**src/rtl/robertson_control.sv**
```systemverilog
// Sequencing FSM for a Robertson signed shift-add multiplier.
// Emits the load/clear/shift strobes and add/subtract selection for an N-bit datapath.
module robertson_control #(
    parameter int N = 8,
    localparam int CW = $clog2(N)
) (
    input  logic          clk,
    input  logic          reset,
    input  logic          start,
    input  logic          q_lsb,
    output logic          clear_a,
    output logic          load_m,
    output logic          load_q,
    output logic          load_a,
    output logic          sub,
    output logic          shift,
    output logic [CW-1:0] count,
    output logic          busy,
    output logic          done
);

    typedef enum logic [2:0] {
        IDLE,
        LOAD,
        OP,
        SHIFT,
        DONE
    } state_t;

    localparam logic [CW-1:0] LAST = CW'(N - 1);

    state_t state, state_next;
    logic   last_step;

    assign last_step = (count == LAST);

    // NOTE: sequential state uses non-blocking assignments so every register
    // samples the pre-edge values of its inputs; comb blocks use blocking.
    always_ff @(posedge clk) begin
        if (reset) begin
            state <= IDLE;
            count <= '0;
        end else begin
            state <= state_next;
            if (state == LOAD) begin
                count <= '0;
            end else if (state == SHIFT && !last_step) begin
                count <= count + 1'b1;
            end
        end
    end

    // NOTE: every comb output gets a default before the case so no path
    // leaves it unassigned, which would otherwise infer a latch.
    always_comb begin
        state_next = state;
        case (state)
            IDLE:    if (start) state_next = LOAD;
            LOAD:    state_next = OP;
            OP:      state_next = SHIFT;
            SHIFT:   state_next = last_step ? DONE : OP;
            DONE:    state_next = IDLE;
            default: state_next = IDLE;
        endcase
    end

    always_comb begin
        clear_a = 1'b0;
        load_m  = 1'b0;
        load_q  = 1'b0;
        load_a  = 1'b0;
        sub     = 1'b0;
        shift   = 1'b0;
        done    = 1'b0;
        busy    = (state != IDLE);
        case (state)
            LOAD: begin
                clear_a = 1'b1;
                load_m  = 1'b1;
                load_q  = 1'b1;
            end
            OP: begin
                // The multiplier sign bit carries negative weight, so the final step subtracts.
                load_a = q_lsb;
                sub    = q_lsb & last_step;
            end
            SHIFT:   shift = 1'b1;
            DONE:    done  = 1'b1;
            default: ;
        endcase
    end

endmodule

```
**config.mk**
```make
export PLATFORM = sky130hd
export DESIGN_NAME = robertson_control
export DESIGN_NICKNAME = d
export VERILOG_FILES = /design/src/rtl/robertson_control.sv
export SDC_FILE = /design/constraint.sdc
export NUM_CORES = 1
export LEC_CHECK = 0
export BUFFER_PORTS_ARGS = -buffer_cell sky130_fd_sc_hd__buf_4
export CORE_AREA = 2 2 39 41
export DETAILED_ROUTE_END_ITERATION = 10
export DIE_AREA = 0 0 41 43
export GPL_TIMING_DRIVEN = 0
export PLACE_DENSITY = 0.49
export RECOVER_POWER = 50
export SLEW_MARGIN = 20
export SYNTH_ARGS = -nofsm -noshare
export SYNTH_HDL_FRONTEND = slang
export SYNTH_SLANG_ARGS = --single-unit
```
**constraint.sdc**
```tcl
create_clock -name clk -period 1.5 [get_ports clk]
set_input_delay 0.075 -clock clk [delete_from_list [all_inputs] [get_ports clk]]
set_output_delay 0.075 -clock clk [all_outputs]
set_load 0.05 [all_outputs]
```
Word-level counts from Yosys, hierarchy flattened
Index checks and enable logic that the tools add are counted.
{"block": "totals", "regBits": 6, "inputBits": 4, "out_inout_bits": 11, "word_cells": 23}
{"block": "classes", "add_sub_neg": 1, "n_eq_ne": 6, "muxes": 8, "n_bitwise": 1, "n_reduce_logical": 5}
{"operator": "$pmux W3 S4", "n": 1}
{"operator": "$eq A3 B2 Y1 const B", "n": 2}
{"operator": "$eq A3 B3 Y1 const B", "n": 2}
{"operator": "$mux W3", "n": 2}
{"operator": "$mux W1", "n": 5}
{"operator": "$add A3 B1 Y3 const B", "n": 1}
{"operator": "$eq A3 B1 Y1 const B", "n": 1}
{"operator": "$logic_not A3 Y1", "n": 1}
{"operator": "$reduce_bool A3 Y1", "n": 1}
{"operator": "$ne A2 B2 Y1 const B", "n": 1}
{"operator": "$reduce_or A2 Y1", "n": 1}
{"operator": "$and A1 B1 Y1", "n": 1}
{"operator": "$logic_and A1 B1 Y1", "n": 1}
{"operator": "$logic_not A1 Y1", "n": 1}

Logic depth before layout (Yosys ltp)
Gate-level depths: netlist of run 1.
{"block": "logic_depth", "word_depth": 3, "mapped_depth": 5, "depth_no_buf": 5}

Least setup slack after synthesis of run 1
Ideal clock, no wire load.
{"block": "synth_path", "path_kind": "register to output", "startpoint": "reg state[1]", "endpoint": "out sub", "t_arrival_ps": 2120, "t_required_ps": 1425, "setup_slack_ps": -695, "stages_incl_launch_ff": 5, "path_buffers": 1, "path_cell_list": "dfxtp_1 -> buf_4 -> nand2_1 -> nor3_1 -> and2_1"}
{"block": "synth_via", "elab_chain_len": 2}
{"element": "start, declared", "line": "32", "rtl": "state_t state, state_next;"}
{"element": "start signal, assigned", "line": "44", "rtl": "state <= state_next;"}
{"element": "$eq A3 B2 Y1", "line": "76", "rtl": "case (state)"}
{"element": "$mux W1", "line": "76"}
{"element": "end, declared", "line": "15", "rtl": "output logic sub,"}
Every way passes these cells.

Worst setup path in the final report of run 1
{"block": "layout_path", "startpoint": "reg count[0]", "endpoint": "reg count[0]"}
{"block": "layout_via", "elab_chain_len": 3, "word_cells_on_any_way": 4, "classes_between": "1 x add/sub; 1 x eq/ne; 2 x reduce/logical"}
{"element": "start, declared", "line": "17", "rtl": "output logic [CW-1:0] count,"}
{"element": "start signal, assigned", "line": "48", "rtl": "count <= count + 1'b1;"}
{"element": "branches (longest 3 deep; another with $add A3 B1 Y3)"}
Several ways; the timed one is not identified.
A chain may end at the register's enable or synchronous reset.

==> reports/metrics.csv, run 1 <==
metric,value,unit
status,"finished, final reports clean",
crit_arrival,1.57,ns
ctsHtreeMaxLevel,1,
end_kind,flop,
antenna_left,0,
worstPathMaxFanout,5,
critPathBufInv,0,
p_sw_share,31.8,%
dieArea,1760,sq um
route.vias.total,314,
hold_viol,0,
critical_path.max_stage_delay,0.47,ns
drive_gt1_share,55.6,%
gp_congestion,0.694,
cp.depth,4,
cts_buffer_depth,2,
die_x,41,um
wirelength,701,um
drt_pass1_iterations,4,
rr_endpoint,count[0],
hpwl,509,um
yosysUniqueCellTypes,19,
maxCapViolations,0,
rsz0062_at_grt,no,
setup.worst_path.class,reg2reg,
hold_end,count[1],
p_clk_share,33.4,%
finalCritPeriodShare,93.7,%
chipHeight,43,um
powerDensity,899,nW/um^2
yosys.area.top_type,dfxtp_1,
min-delay-start,reset,
design.core.area,1380,sq um
ys_ff_latch,6,
yosysWarnings,0,
synth_top_area_share,38.4,%
avgSynthCellArea,8.45,sq um
synthCells,37,
nFillCells,160,
post_dp_cell_area,459,sq um
slew_headroom,60.3,%
grt_max_degree,11,
port_buffers,14,
min_path_cells,2,
avgViaCountPerCell,4.49,
path_cells,ha_1 -> ha_2 -> or4_1 -> a31oi_1,
cts_setup_buffers,0,
cts_inserted_buffers,3,
initial_utilization,22.6,%
seq_area_frac_synth,38.4,%
n_antenna_cell,0,
grt_remaining_overflow,0,
p_comb_share,26.4,%
slew_viol_final,0,
grt_pass1_vias,255,
antenna_found_initial,0,
start_kind,flop,
clk_pin_slew,0.04,ns
fmax,712,MHz
syn-num-nets,43,
drt-wirelength-per-cell,10.0,um
cpLargestDelayFamily,simple AND/OR/NAND/NOR gates,
io_pins,15,
synth_common_cells,"6 x dfxtp_1, 4 x nand2_1, 4 x nor2_1",
clock_sinks,6,
r2r_slack,0.09,ns
grt_use_total,9.94,%
p_leak,0.000201,uW
rr_worst_depth,4,
fin_nets,62,
irDropWorstVdd,0.287,mV
synthArstFlopShare,0,%
p_sw,138,uW
hold_slack,0.0437,ns
cts_root_buf,clkbuf_4,
synthTopCellsByArea,"dfxtp_1 38%, ha_1 8.0%, buf_4 7.2%, nand2_1 4.8%, nor2_1 4.8%",
power_frac_seq,40.2,%
area_growth_syn_to_layout,54.0,%
worst_slew_pin_slew,0.598,ns
reg2reg_from,count[0],
cp_slowest_cell,or4_1,
first_iter_violations,5,
synth.most_common_cell,dfxtp_1,
holdCritPathClass,in2reg,
ys_dominant_reg_cell,dfxtp_1,
clk_latency,0.24,ns
clock_skew,0.00164,ns
grt_pass1_wl,1.11,mm
finalInstanceArea,482,sq um
cts_tree,built,
p_int,295,uW
rows,14,
worstPathRequired,1.66,ns
synth-edff-count,0,
finalSetupViolations,0,
syn_area,313,sq um
min_period,1.41,ns
post-route-drc-count,0,
-- per-stage QoR --
stage | TNS (ns) | std cells | util, % | power (uW) | setup slack (ns)
finish | 0 | 70 | 34.8 | 433 | 0.0948
CTS | 0 | 70 | 34.8 | 443 | 0.0281
floorplan | -0.0325 | 37 | - | 258 | -0.0325
global placement | 0 | 67 | 33.2 | 292 | 0.0339
detailed placement | 0 | 67 | 33.2 | 292 | 0.0469
global route | 0 | 70 | 34.8 | 468 | 0.0286
-- worst max path at each step --
| stage | from | endpoint |
|---|---|---|
| after global routing | count[0] | state[1] |
| final | count[0] | count[0] |
| after CTS | count[0] | count[1] |
| after floorplan | state[1] | sub |
| after global placement | count[0] | state[1] |
| after detailed placement | count[0] | count[1] |
-- kinds of logic (layout without fill, tap and decap cells) --
| kind of cell | Yosys count | after routing | share of synthesized area, % |
|---|---|---|---|
| fa+ha+maj | 2 | 2 | 8.00 |
| simple gates | 19 | 19 | 34.0 |
| flops | 6 | 6 | 38.4 |
| compound gates | 6 | 6 | 11.2 |
| buf+inv | 4 | 21 | 8.40 |
-- sequential cells by signal, indices dropped and copies added (netlist names) --
signal,count
state,3
count,3
-- worst reg2reg max path, stage by stage, from the launching register on --
cell	delay, ns
dfxtp_2	0.33
ha_1	0.20
ha_2	0.20
or4_1	0.47
a31oi_1	0.13
-- power by group through the flow --
stage | Sequential [uW] | Clock (uW) | Combinational [uW]
finish | 174 | 145 | 114
global route | 175 | 170 | 123
CTS | 173 | 154 | 116
detailed placement | 176 | 0 | 116
global placement | 176 | 0 | 116
floorplan | 178 | 0 | 79.7
-- cell usage in the layout (no fill, tap or decap), drive strengths merged --
cell type  instances
nor3               1
or3                1
a31oi              1
nor3b              2
dfxtp              6
buf               11
ha                 2
a21oi              2
nand2b             1
nor4bb             1
clkbuf             9
nor2               4
inv                1
nand3              1
and2               2
o21ai              2
a2111oi            1
or4                1
nor4               1
nand2              4
-- area by class of cell --
| type | count | area, sq um | area share [%] |
|---|---|---|---|
| Clock buffer | 3 | 22.5 | 4.68 |
| Inverter | 1 | 3.75 | 0.779 |
| Tap cell | 16 | 20.0 | 4.16 |
| Sequential cell | 6 | 125 | 26.0 |
| Buffer | 3 | 22.5 | 4.68 |
| Timing Repair Buffer | 14 | 86.3 | 17.9 |
| Multi-Input combinational cell | 27 | 201 | 41.8 |
-- metal layers --
| metal | GRT usage, % | share of wire, % | vias to the layer above |
|---|---|---|---|
| met5 | 0 | 0 | - |
| met4 | 10.0 | 0 | 0 |
| met3 | 3.14 | 6.1 | 0 |
| met2 | 11.9 | 48 | 10 |
| met1 | 12.9 | 46 | 138 |
| li1 | - | - | 166 |
-- timing repair --
action | in CTS | in global routing
resized for setup | 0 | 7
endpoints found under the setup margin | 0 | 6
hold buffers | 0 | 0
(Power assumes the default switching activity.)
==> run 2: changes to the inputs <==
- ABC_AREA: not set -> 1
==> reports/metrics.csv, run 2 <==
metric,value,unit
status,"finished, final reports clean",
fin_setup_tns,0,ns
seq_area_frac_synth,38.4,%
worstPathMaxFanout,7,
hold_viol,0,
clk_latency,0.25,ns
grt_remaining_overflow,0,
avgViaCountPerCell,4.04,
slew_viol_final,0,
cts_setup_buffers,0,
grt_pass1_wl,1.04,mm
p_sw_share,33.5,%
grt_max_degree,8,
synthArstFlopShare,0,%
first_iter_violations,8,
post-route-drc-count,0,
yosysWarnings,0,
io_pins,15,
cts_inserted_buffers,3,
grt_pass1_vias,259,
yosysUniqueCellTypes,13,
clock_sinks,6,
drt_pass1_iterations,3,
syn-num-nets,50,
min_period,1.43,ns
route.vias.total,311,
fmax,701,MHz
finalSetupViolations,0,
finalCritPeriodShare,95.1,%
slew_headroom,60.5,%
cts_tree,built,
port_buffers,14,
min_path_cells,2,
path_cells,ha_1 -> ha_1 -> inv_2 -> nor3_4 -> buf_4,
gp_congestion,0.701,
rsz0062_at_grt,no,
mostFrequentLayoutCells,"10 x buf_4, 9 x nand2_1, 6 x inv_1",
cpMostUsedCell,ha_1,
synth-edff-count,0,
p_comb_share,24.1,%
grt_use_total,9.26,%
synthTopCellsByArea,"dfxtp_1 38%, nand2_1 11%, inv_1 8.4%, ha_1 8.0%, a21oi_1 6.4%",
power_frac_seq,39.5,%
finalInstanceArea,457,sq um
worst_slew_pin_slew,0.594,ns
post_dp_cell_area,453,sq um
hpwl,538,um
cp_slowest_cell,dfxtp_2,
mostFrequentLayoutCell,buf_4,
clk_pin_slew,0.05,ns
start_kind,flop,
rr_worst_depth,6,
rows,14,
yosys.area.top_type,dfxtp_1,
p_leak,0.000226,uW
top_regs,"count (3), state (3)",
p_sw,144,uW
antenna_found_initial,0,
ys_dominant_reg_cell,dfxtp_1,
initial_utilization,22.6,%
area_growth_syn_to_layout,46.0,%
design.core.area,1380,sq um
chipHeight,43,um
syn_area,313,sq um
worstPathRequired,1.42,ns
fin_nets,69,
dieArea,1760,sq um
critical_path.max_stage_delay,0.35,ns
nFillCells,156,
power,432,uW
crit_arrival,1.35,ns
drive_gt1_share,37.7,%
holdCritPathClass,in2reg,
p_int,287,uW
antenna_left,0,
ys_ff_latch,6,
powerDensity,945,nW/um^2
maxCapViolations,0,
synth.most_common_cell,nand2_1,
cts_buffer_depth,2,
wirelength,670,um
n_antenna_cell,0,
ctsHtreeMaxLevel,1,
p_clk_share,36.4,%
avgSynthCellArea,7.11,sq um
drt-wirelength-per-cell,8.70,um
die_x,41,um
irDropWorstVdd,0.348,mV
setup.worst_path.class,reg2out,
clock_skew,0.00845,ns
end_kind,output pin,
cts_root_buf,clkbuf_4,
synth_common_cells,"9 x nand2_1, 7 x inv_1, 6 x dfxtp_1",
synth_top_area_share,38.4,%
synthCells,44,
[run 2: cell types whose count changed after synthesis, moves of 2 or more]
| cell | change |
|---|---|
| a21oi_1 | +2 |
| inv_1 | +7 |
| nand3_1 | +2 |
| nand2_1 | +5 |
| and2_1 | -2 |
| nor3b_1 | -2 |
[run 2: logic make-up after synthesis]
kind of cell / share of synthesized area (%)
AND/OR/NAND/NOR: 30.8
buffers and inverters: 13.2
AO/OA/AOI/OAI: 9.60
adder cells (fa/ha/maj): 8.00
flip-flops: 38.4
[run 2: power groups by stage]
stage | Combinational [uW] | Clock, uW | Sequential, uW
after floorplan | 74.3 | 0 | 175
after global placement | 108 | 0 | 174
after detailed placement | 108 | 0 | 174
after CTS | 108 | 162 | 171
after global routing | 113 | 161 | 172
final | 104 | 157 | 170
[run 2: repair_timing]
action / in CTS / in global routing
hold buffers: 0 / 0
setup endpoints to repair: 1 / 0
gates resized for setup: 1 / 0
[run 2: final timing paths]
kind,end,start,slack (ns)
setup / recovery,sub,count[0],0.07
hold / removal,state[1],reset,0.02
setup reg to reg,count[2],count[0],0.31
hold reg to reg,count[1],count[1],0.47
[run 2: critical path: cells and delay by family, from the launching register on]
family	cells	cell delay (ns)
fa+ha+maj	2	0.30
simple gates	1	0.15
flops	1	0.35
buf+inv	2	0.29
[run 2: final cells by class]
cell class                      instances  area (sq um)  share of cell area (%)
Multi-Input combinational cell         29           163                    35.6
Sequential cell                         6           124                    27.1
Timing Repair Buffer                   14          86.3                    18.9
Inverter                                7          26.3                    5.75
Clock buffer                            3          22.5                    4.93
Tap cell                               16          20.0                    4.38
Buffer                                  2          15.0                    3.29
[run 2: stage by stage]
stage          std cells  hold slack (ns)  utilization [%]  worst slack [ns]
6_report              77           0.0170             33.0            0.0738
4_1_cts               77          0.00984             34.4            0.0567
3_5_place_dp          74            0.275             32.7             0.213
5_1_grt               77           0.0253             33.0           0.00848
2_1_floorplan         44            0.144                -            0.0412
3_3_place_gp          74            0.274             32.7             0.208
[run 2: layer usage]
layer  vias up  track usage, %  wire length (um)
met3         2            1.57                29
met5         -               0                 0
met2         8            11.3               297
met1       129            11.3               326
li1        172               -                 -
met4         0            12.0                16
